`src/rtl/led_spawner_if.sv`:
```
`default_nettype none
// ============================================================================
// Module      : led_spawner_if
// Description : Game-control bundle between the LED spawner and the
//               LED/switch scoring block.
// Revision    : 1.0 - initial release
// ============================================================================
interface led_spawner_if #(
  parameter int NUM_LEDS = 18
);
  logic                start;
  logic [NUM_LEDS-1:0] leds_active;
  logic [4:0]          led_index;
  logic                led_request;
  logic                game_active;
  logic                game_over;
  logic [7:0]          time_left;

  modport master (
    input  start, leds_active,
    output led_index, led_request, game_active, game_over, time_left
  );

  modport slave (
    output start, leds_active,
    input  led_index, led_request, game_active, game_over, time_left
  );
endinterface
`default_nettype wire

```
`src/rtl/led_spawner.sv`:
```
`default_nettype none
// ============================================================================
// Module      : led_spawner
// Description : Timed game sequencer; spawns LEDs at pseudo-random free
//               indices and counts down the game clock.
// Revision    : 1.0 - initial release
// ============================================================================
module led_spawner #(
  parameter int          SEC_CYCLES   = 20_000_000,
  parameter int          SPAWN_CYCLES = 20_000_000,
  parameter int          GAME_SECS    = 30,
  parameter int          NUM_LEDS     = 18,
  parameter int          MAX_TRIES    = 8,
  parameter logic [15:0] LFSR_SEED    = 16'hACE1
) (
  input  wire logic clk,
  input  wire logic rst,
  led_spawner_if.master bus
);

  localparam int SEC_W   = (SEC_CYCLES > 1)   ? $clog2(SEC_CYCLES)   : 1;
  localparam int SPAWN_W = (SPAWN_CYCLES > 1) ? $clog2(SPAWN_CYCLES) : 1;
  localparam int TRY_W   = $clog2(MAX_TRIES + 1);

  localparam logic [SEC_W-1:0]   c_sec_last   = SEC_W'(SEC_CYCLES - 1);
  localparam logic [SPAWN_W-1:0] c_spawn_last = SPAWN_W'(SPAWN_CYCLES - 1);
  localparam logic [TRY_W-1:0]   c_max_tries  = TRY_W'(MAX_TRIES);
  localparam logic [7:0]         c_game_secs  = 8'(GAME_SECS);
  localparam logic [15:0]        c_lfsr_init  = (LFSR_SEED == 16'h0000) ? 16'h0001 : LFSR_SEED;
  localparam logic [15:0]        c_lfsr_taps  = 16'hB400;

  typedef enum logic [1:0] {
    S_IDLE = 2'd0,
    S_RUN  = 2'd1,
    S_PICK = 2'd2,
    S_DONE = 2'd3
  } state_t;

  state_t               r_state,     w_state;
  logic [15:0]          r_lfsr,      w_lfsr;
  logic [SEC_W-1:0]     r_sec_cnt,   w_sec_cnt;
  logic [SPAWN_W-1:0]   r_spawn_cnt, w_spawn_cnt;
  logic [TRY_W-1:0]     r_tries,     w_tries;
  logic [7:0]           r_time_left, w_time_left;
  logic [4:0]           r_led_index, w_led_index;
  logic                 r_led_request, w_led_request;

  logic [4:0]           w_cand;
  logic [31:0]          w_occ;
  logic                 w_cand_ok;
  logic                 w_sec_wrap;
  logic                 w_spawn_wrap;
  logic [TRY_W-1:0]     w_tries_inc;

  assign w_cand       = r_lfsr[4:0];
  assign w_occ        = 32'(bus.leds_active);
  assign w_cand_ok    = ({27'd0, w_cand} < 32'(NUM_LEDS)) && !w_occ[w_cand];
  assign w_sec_wrap   = (r_sec_cnt == '0);
  assign w_spawn_wrap = (r_spawn_cnt == '0);
  assign w_tries_inc  = r_tries + 1'b1;

  always_ff @(posedge clk) begin
    if (rst) begin
      r_state       <= S_IDLE;
      r_lfsr        <= c_lfsr_init;
      r_sec_cnt     <= '0;
      r_spawn_cnt   <= '0;
      r_tries       <= '0;
      r_time_left   <= '0;
      r_led_index   <= '0;
      r_led_request <= 1'b0;
    end else begin
      r_state       <= w_state;
      r_lfsr        <= w_lfsr;
      r_sec_cnt     <= w_sec_cnt;
      r_spawn_cnt   <= w_spawn_cnt;
      r_tries       <= w_tries;
      r_time_left   <= w_time_left;
      r_led_index   <= w_led_index;
      r_led_request <= w_led_request;
    end
  end

  always_comb begin
    w_state       = r_state;
    w_lfsr        = (r_lfsr >> 1) ^ (r_lfsr[0] ? c_lfsr_taps : 16'h0000);
    w_sec_cnt     = r_sec_cnt;
    w_spawn_cnt   = r_spawn_cnt;
    w_tries       = r_tries;
    w_time_left   = r_time_left;
    w_led_index   = r_led_index;
    w_led_request = 1'b0;

    case (r_state)
      S_IDLE, S_DONE: begin
        if (bus.start) begin
          w_state     = S_RUN;
          w_time_left = c_game_secs;
          w_sec_cnt   = c_sec_last;
          w_spawn_cnt = c_spawn_last;
          w_tries     = '0;
        end
      end

      S_RUN, S_PICK: begin
        if (w_sec_wrap) begin
          w_sec_cnt   = c_sec_last;
          w_time_left = r_time_left - 8'd1;
        end else begin
          w_sec_cnt   = r_sec_cnt - 1'b1;
        end

        // The spawn timer free-runs through PICK so the spawn period stays fixed.
        w_spawn_cnt = w_spawn_wrap ? c_spawn_last : r_spawn_cnt - 1'b1;

        if (r_state == S_RUN) begin
          if (w_spawn_wrap) begin
            w_state = S_PICK;
            w_tries = '0;
          end
        end else if (w_cand_ok) begin
          w_led_index   = w_cand;
          w_led_request = 1'b1;
          w_state       = S_RUN;
        end else begin
          w_tries = w_tries_inc;
          if (w_tries_inc == c_max_tries) begin
            w_state = S_RUN;
          end
        end

        // Game end overrides any spawn decided on the same edge.
        if (w_sec_wrap && (r_time_left == 8'd1)) begin
          w_state       = S_DONE;
          w_time_left   = 8'd0;
          w_led_index   = r_led_index;
          w_led_request = 1'b0;
        end
      end

      default: w_state = S_IDLE;
    endcase
  end

  assign bus.led_index   = r_led_index;
  assign bus.led_request = r_led_request;
  assign bus.game_active = (r_state == S_RUN) || (r_state == S_PICK);
  assign bus.game_over   = (r_state == S_DONE);
  assign bus.time_left   = r_time_left;

endmodule
`default_nettype wire

```
`src/flat_wrapper.sv`:
```
// flat-port wrapper written by rule: the top's interface ports become plain ports
module led_spawner_flat 
#(
  parameter int          SEC_CYCLES   = 20_000_000,
  parameter int          SPAWN_CYCLES = 20_000_000,
  parameter int          GAME_SECS    = 30,
  parameter int          NUM_LEDS     = 18,
  parameter int          MAX_TRIES    = 8,
  parameter logic [15:0] LFSR_SEED    = 16'hACE1
)
  (clk, rst, bus_start, bus_leds_active, bus_led_index, bus_led_request, bus_game_active, bus_game_over, bus_time_left);
  led_spawner_if #(.NUM_LEDS(NUM_LEDS)) bus_i ();
  input  wire logic clk;
  input  wire logic rst;
  input wire logic [$bits(bus_i.start)-1:0] bus_start;
  input wire logic [$bits(bus_i.leds_active)-1:0] bus_leds_active;
  output wire logic [$bits(bus_i.led_index)-1:0] bus_led_index;
  output wire logic [$bits(bus_i.led_request)-1:0] bus_led_request;
  output wire logic [$bits(bus_i.game_active)-1:0] bus_game_active;
  output wire logic [$bits(bus_i.game_over)-1:0] bus_game_over;
  output wire logic [$bits(bus_i.time_left)-1:0] bus_time_left;
  assign bus_i.start = bus_start;
  assign bus_i.leds_active = bus_leds_active;
  assign bus_led_index = bus_i.led_index;
  assign bus_led_request = bus_i.led_request;
  assign bus_game_active = bus_i.game_active;
  assign bus_game_over = bus_i.game_over;
  assign bus_time_left = bus_i.time_left;
  led_spawner #(.SEC_CYCLES(SEC_CYCLES), .SPAWN_CYCLES(SPAWN_CYCLES), .GAME_SECS(GAME_SECS), .NUM_LEDS(NUM_LEDS), .MAX_TRIES(MAX_TRIES), .LFSR_SEED(LFSR_SEED)) u_core (.clk(clk), .rst(rst), .bus(bus_i));
endmodule
```
`config.mk`:
```
export PLATFORM = sky130hd
export DESIGN_NAME = led_spawner_flat
export DESIGN_NICKNAME = d
export VERILOG_FILES = /design/src/rtl/led_spawner_if.sv /design/src/rtl/led_spawner.sv /design/src/flat_wrapper.sv
export SDC_FILE = /design/constraint.sdc
export NUM_CORES = 1
export LEC_CHECK = 0
export CORE_MARGIN = 4
export CORE_UTILIZATION = 60
export CTS_BUF_LIST = sky130_fd_sc_hd__clkbuf_2
export DETAILED_ROUTE_END_ITERATION = 16
export HOLD_SLACK_MARGIN = 0.06
export PLACE_DENSITY = 0.83
export SLEW_MARGIN = 20
export SYNTH_ARGS = -nofsm -noshare
export SYNTH_HDL_FRONTEND = slang
export SYNTH_SLANG_ARGS = --single-unit
export TNS_END_PERCENT = 5
```
`constraint.sdc`:
```
create_clock -name clk -period 5.6 [get_ports clk]
set_input_delay 0.56 -clock clk [delete_from_list [all_inputs] [get_ports clk]]
set_output_delay 0.56 -clock clk [all_outputs]
set_load 0.03 [all_outputs]
```
==> flow_metrics.py, run 1 <==
metrics = {
    "drt": {
        "routed_wl_microns": 8970,
        "drc": 0,
        "ant_nets": 0,
        "vias": 3488,
        "first_iter_violations": 146,
        "dr.pass1.iters": 4,
        "wl_per_cell_microns": 15.6,
        "viasPerCell": 6.07,
    },
    "critical_path": {
        "crit_type": "register to output pin",
        "cp_top_family": "buffers and inverters",
        "arrival_ns": 2.58,
        "cpPeakStageDelay_ns": 0.72,
        "crit_buf_inv": 3,
        "required_ns": 5.04,
        "worstPathMaxFanout": 16,
        "crit_path_top_delay_cell": "clkdlybuf4s50_1",
        "end_kind": "output pin",
        "crit_chain": "inv_1 > ha_1 > inv_2 > clkdlybuf4s50_1",
        "start_kind": "register",
    },
    "synthesis": {
        "ys_async_sr_fraction": 0,
        "ys_types": 52,
        "syn_inst": 465,
        "ys_dominant_reg_cell": "dfxtp_1",
        "seq_area_frac_synth": 0.417,
        "syn_area_sq_um": 4130,
        "synth-edff-count": 0,
        "yosysTopAreaCellShare": 0.417,
        "synth_common_cells": "dfxtp_1 (86), a21oi_1 (44), nor2_1 (39)",
        "ys_seq_elements": 86,
        "synth.top_cells.by_area": "dfxtp_1 (42%), a21oi_1 (5.3%), xnor2_1 (4.9%)",
        "ys_warn_count": 0,
        "synth_most_common_cell": "dfxtp_1",
        "syn_area_per_cell_sq_um": 8.88,
        "synth_top_cell_by_area": "dfxtp_1",
        "synthesis.nets": 494,
    },
    "cts": {
        "ctsHoldBuffers": 0,
        "cts_setup_buffers": 0,
        "cts_root_buf": "clkbuf_2",
        "cts_tree": "done",
        "cts.path.max_buffers": 2,
        "cts_buffers": 9,
        "clock_latency_ns": 0.55,
        "clock-sinks": 86,
        "ctsHtreeMaxLevel": 3,
        "clk_pin_slew_worst_paths_ns": 0.23,
        "postCtsResizedCells": 0,
    },
    "final_layout": {
        "diodes": 0,
        "seq_area_sq_um": 1720,
        "final_core_util": 0.710,
        "nFillCells": 518,
        "area_delta_synth_final_pct": 12.3,
        "multiInputGateArea_sq_um": 2270,
        "drive_gt1_frac": 0.0964,
        "nNetsFinal": 522,
    },
    "pwr": {
        "peakVddDrop_mv": 0.191,
        "p_int_w": 0.000997,
        "power.density_nw_per_um2": 342,
        "finalPower_w": 0.00159,
        "p_clk_frac": 0.204,
        "p_switching_w": 0.000589,
        "power.leakage_nw": 1.68,
        "p_sw_frac": 0.371,
        "combPwrFrac": 0.320,
        "pwr-share-seq": 0.476,
    },
    "timing": {
        "tns_ns": 0,
        "finalCritPeriodShare": 0.560,
        "hold_viol_final": 0,
        "max_slew_margin": 0.288,
        "setup-violations-final": 0,
        "min_period_ns": 3.14,
        "worstMarginPinSlew_ns": 1.06,
        "slew_viol_final": 0,
        "max_freq_mhz": 319,
        "rsz0062_at_grt": "no",
        "skew_ns": 0.0165,
    },
    "placed_design": {
        "place_congestion": 0.799,
        "io_buffers": 36,
        "hpwlAfterDp_microns": 6150,
    },
    "hold_path": {
        "hold_class": "register to register",
    },
    "grt": {
        "antenna_found_initial": 0,
        "grt_pass1_vias": 3389,
        "grt_start_max_net_pins": 85,
        "grt_pass1_wl_microns": 15600,
        "grt_overflow_total": 0,
        "grtUsageTotal": 0.223,
    },
    "die": {
        "ios": 37,
        "die_h_microns": 91.0,
        "core_sq_um": 6530,
        "rows": 29,
        "initial_core_util": 0.633,
        "die_area_sq_um": 8280,
        "die_w_microns": 91.0,
    },
    "status": {
        "status": "finished, final reports clean",
    },
    "flow_run": {
        "maxCapViolations": 0,
    },
}
==> power groups by stage <==
stage | registers [W] | logic (W) | clock network, W
after floorplan | 0.000768 | 0.000371 | 0
after CTS | 0.000753 | 0.000506 | 0.000328
final | 0.000754 | 0.000508 | 0.000324
after detailed placement | 0.000766 | 0.000501 | 0
after global routing | 0.000766 | 0.000564 | 0.000355
after global placement | 0.000761 | 0.000488 | 0
==> placed cells by master, fill, tap and decap left out, types with 5 or more instances in the layout <==
cell / n
a211oi_1: 6
a21oi_1: 44
a311oi_1: 6
a31oi_1: 5
and3_1: 6
clkbuf_2: 9
clkdlybuf4s50_1: 35
dfxtp_1: 86
ha_1: 8
inv_1: 15
mux2i_1: 6
nand2_1: 26
nand2b_1: 7
nand3_1: 12
nand4_1: 6
nand4b_1: 5
nor2_1: 39
nor2b_1: 9
nor3_1: 17
nor4_1: 14
o21ai_0: 24
or2_2: 8
or3_1: 7
or4_1: 5
xnor2_1: 23
xor2_1: 7
==> cell families (layout without fill, tap and decap cells) <==
logic type	count (synthesis)	in the layout	share of synthesized area
simple gates	184	184	0.252
compound gates	108	108	0.169
flops	86	86	0.417
buf+inv	38	71	0.0348
xor+xnor	30	30	0.0636
mux	11	11	0.0391
fa+ha+maj	8	8	0.0242
==> through the flow <==
stage                     hold slack (ns)  instance area [sq um]  cells  setup WS [ns]
after detailed placement            0.395                   4520    559           2.65
after floorplan                     0.389                   4130    465           3.24
final                               0.437                   4640    575           2.46
after CTS                           0.432                   4640    575           2.45
after global routing                0.439                   4640    575           2.30
after global placement              0.392                   4520    559           2.73
==> layout make-up <==
type,count,share of cell area
flip-flops and latches,86,0.371
repair buffers,39,0.0814
well taps,77,0.0208
inverters,16,0.0129
clock inverters,7,0.0156
clock buffers,9,0.00971
multi-input cells,341,0.488
==> sequential cells by signal, summed over array words and instances, names as in the netlist <==
signal	flops
u_core.r_state	2
u_core.bus.led_index	5
u_core.r_sec_cnt	25
u_core.bus.time_left	8
u_core.r_lfsr	16
u_core.r_tries	4
u_core.r_spawn_cnt	25
u_core.bus.led_request	1
==> path summary, 6_finish.rpt <==
path / from / end / slack, ns / cells after the start
max reg2reg: u_core.r_state[0]$_SDFFE_PP0P_ / u_core.r_spawn_cnt[20]$_SDFFE_PP0P_ / 2.80 / 8
min reg2reg: u_core.r_lfsr[7]$_SDFF_PP1_ / u_core.r_lfsr[6]$_SDFF_PP1_ / 0.44 / 1
min: u_core.r_lfsr[7]$_SDFF_PP1_ / u_core.r_lfsr[6]$_SDFF_PP1_ / 0.44 / 1
max: u_core.r_state[0]$_SDFFE_PP0P_ / bus_game_active / 2.46 / 4
==> per-layer routing <==
layer / vias up / share of wire / track usage
li1: 1751 / - / -
met1: 1666 / 0.47 / 0.283
met2: 59 / 0.49 / 0.381
met3: 12 / 0.032 / 0.0347
met4: 0 / 0.014 / 0.0879
met5: - / 0 / 0
No activity file was read; power rests on OpenSTA's default activity.
==> inputs of run 2 (changes only) <==
==> constraint.sdc (replaced) <==
create_clock -name clk -period 3.2 [get_ports clk]
set_input_delay 0.32 -clock clk [delete_from_list [all_inputs] [get_ports clk]]
set_output_delay 0.32 -clock clk [all_outputs]
set_load 0.03 [all_outputs]
==> flow_metrics.py, run 2 (synthesized netlist as in run 1, its figures left out) <==
metrics = {
    "status": {
        "status": "finished, final reports clean",
    },
    "placed_design": {
        "dp_slack_ns": 0.412,
        "hpwlAfterDp_microns": 6380,
        "io_buffers": 36,
        "place_area_sq_um": 4550,
        "place_congestion": 0.815,
        "post-place-cells": 563,
    },
    "final_layout": {
        "largestRegisters": "u_core.r_sec_cnt: 25 flops, u_core.r_spawn_cnt: 25 flops, u_core.r_lfsr: 16 flops",
        "nNetsFinal": 526,
        "area_delta_synth_final_pct": 12.7,
        "fin_area_sq_um": 4650,
        "diodes": 0,
        "layout_commonest_cell": "dfxtp_1",
        "drive_gt1_frac": 0.104,
        "nFillCells": 542,
        "layout_common_cells": "dfxtp_1 (86), a21oi_1 (44), nor2_1 (39), clkdlybuf4s50_1 (35), nand2_1 (26)",
        "fin_cells": 579,
    },
    "hold_path": {
        "min-delay-start": "rst",
        "hold_class": "input pin to register",
        "min_path_cells": 2,
    },
    "timing": {
        "skew_ns": 0.0373,
        "whs_ns": 0.374,
        "max_freq_mhz": 349,
        "rsz0062_at_grt": "no",
        "finalCritPeriodShare": 0.895,
        "worstMarginPinSlew_ns": 1.02,
        "hold_viol_final": 0,
        "slew_viol_final": 0,
        "max_slew_margin": 0.316,
        "min_period_ns": 2.86,
        "finalWorstSetupSlack_ns": 0.337,
        "tns_ns": 0,
        "setup-violations-final": 0,
    },
    "critical_path": {
        "reg2reg_depth": 6,
        "crit_end": "bus_game_active",
        "crit_type": "register to output pin",
        "worstReg2RegStart": "u_core.r_lfsr[0]$_SDFF_PP1_",
        "worstPathMaxFanout": 16,
        "required_ns": 2.88,
        "arrival_ns": 2.54,
        "startpoint": "u_core.r_state[0]$_SDFFE_PP0P_",
        "end_kind": "output pin",
        "start_kind": "register",
        "rr_endpoint": "u_core.bus.led_index[3]$_SDFFE_PP0P_",
        "r2r_slack_ns": 0.37,
    },
    "drt": {
        "ant_nets": 0,
        "dr.pass1.iters": 7,
        "vias": 3603,
        "wl_per_cell_microns": 15.6,
        "viasPerCell": 6.22,
        "drc": 0,
        "routed_wl_microns": 9060,
        "first_iter_violations": 173,
    },
    "die": {
        "rows": 29,
        "initial_core_util": 0.633,
        "die_area_sq_um": 8280,
        "die_h_microns": 91.0,
        "ios": 37,
        "core_sq_um": 6530,
        "die_w_microns": 91.0,
    },
    "cts": {
        "postCtsResizedCells": 0,
        "cts.path.max_buffers": 2,
        "cts_root_buf": "clkbuf_2",
        "clock_latency_ns": 0.54,
        "ctsHtreeMaxLevel": 3,
        "clk_pin_slew_worst_paths_ns": 0.25,
        "cts_tree": "done",
        "clock-sinks": 86,
        "ctsHoldBuffers": 0,
        "cts_setup_buffers": 0,
        "cts_buffers": 9,
    },
    "grt": {
        "grt_pass1_vias": 3484,
        "antenna_found_initial": 0,
        "grt_pass1_wl_microns": 15600,
        "grt_overflow_total": 0,
        "grt_start_max_net_pins": 54,
        "grtUsageTotal": 0.225,
    },
    "pwr": {
        "peakVddDrop_mv": 0.406,
        "power.leakage_nw": 1.69,
        "power.density_nw_per_um2": 587,
    },
    "flow_run": {
        "maxCapViolations": 0,
    },
}
## run 2: cell types whose count changed in the layout (fill, tap and decap cells not counted)
cell	change
buf_4	+4
clkinv_4	+2
inv_6	-1
bufinv_16	-1
clkinv_2	-1
inv_8	+1
## run 2: cell type report
| class | instances | area [sq um] | area share |
|---|---|---|---|
| multi-input combinational | 341 | 2270 | 0.487 |
| clock buffer | 9 | 45.0 | 0.00968 |
| inverter | 16 | 60.1 | 0.0129 |
| sequential | 86 | 1720 | 0.370 |
| timing repair buffer | 43 | 408 | 0.0876 |
| clock inverter | 7 | 57.6 | 0.0124 |
| tap | 77 | 96.3 | 0.0207 |
## run 2: critical path, stage by stage (launching register included)
cell	delay, ns
dfxtp_1	0.41
inv_1	0.08
ha_1	0.67
inv_2	0.24
clkdlybuf4s50_1	0.65
## run 2: how the worst min path moves through the flow
stage	end	slack (ns)
2_1_floorplan	u_core.r_lfsr[11]$_SDFF_PP1_	0.39
3_3_place_gp	u_core.r_lfsr[5]$_SDFF_PP1_	0.39
3_5_place_dp	u_core.r_lfsr[7]$_SDFF_PP1_	0.41
4_1_cts	u_core.r_lfsr[2]$_SDFF_PP0_	0.36
5_1_grt	u_core.bus.led_index[1]$_SDFFE_PP0P_	0.39
6_report	u_core.r_lfsr[2]$_SDFF_PP0_	0.37
## run 2: per-stage QoR
stage | total power [W] | util
global placement | 0.00220 | 0.697
finish | 0.00273 | 0.713
detailed placement | 0.00224 | 0.697
global route | 0.00292 | 0.713
floorplan | 0.00199 | -
CTS | 0.00275 | 0.713
## run 2: layer usage
layer,part of all wire,global-route usage,vias up
li1,-,-,1769
met1,0.43,0.274,1731
met2,0.51,0.394,84
met3,0.039,0.0388,19
met4,0.020,0.0930,0
met5,0,0,-
## run 2: where the power goes
group	total (W)	internal, W	switching (W)
combinational	0.000908	0.000378	0.000529
clock	0.000507	0.000112	0.000395
sequential	0.00132	0.00120	0.000121
==> inputs of run 3 (changes only) <==
==> constraint.sdc (replaced) <==
create_clock -name clk -period 3.2 [get_ports clk]
set_input_delay 0.32 -clock clk [delete_from_list [all_inputs] [get_ports clk]]
set_output_delay 0.32 -clock clk [all_outputs]
set_load 0.005 [all_outputs]
==> results of run 3 <==
The final DEF is identical to that of run 2. Status: finished, final reports clean.
Among the figures that moved: setup slack after layout 0.337 ns -> 0.372 ns; start point of the critical path u_core.r_state[0]$_SDFFE_PP0P_ -> u_core.r_lfsr[0]$_SDFF_PP1_; end point of the critical path bus_game_active -> u_core.bus.led_index[3]$_SDFFE_PP0P_; total power 0.00273 W -> 0.00269 W
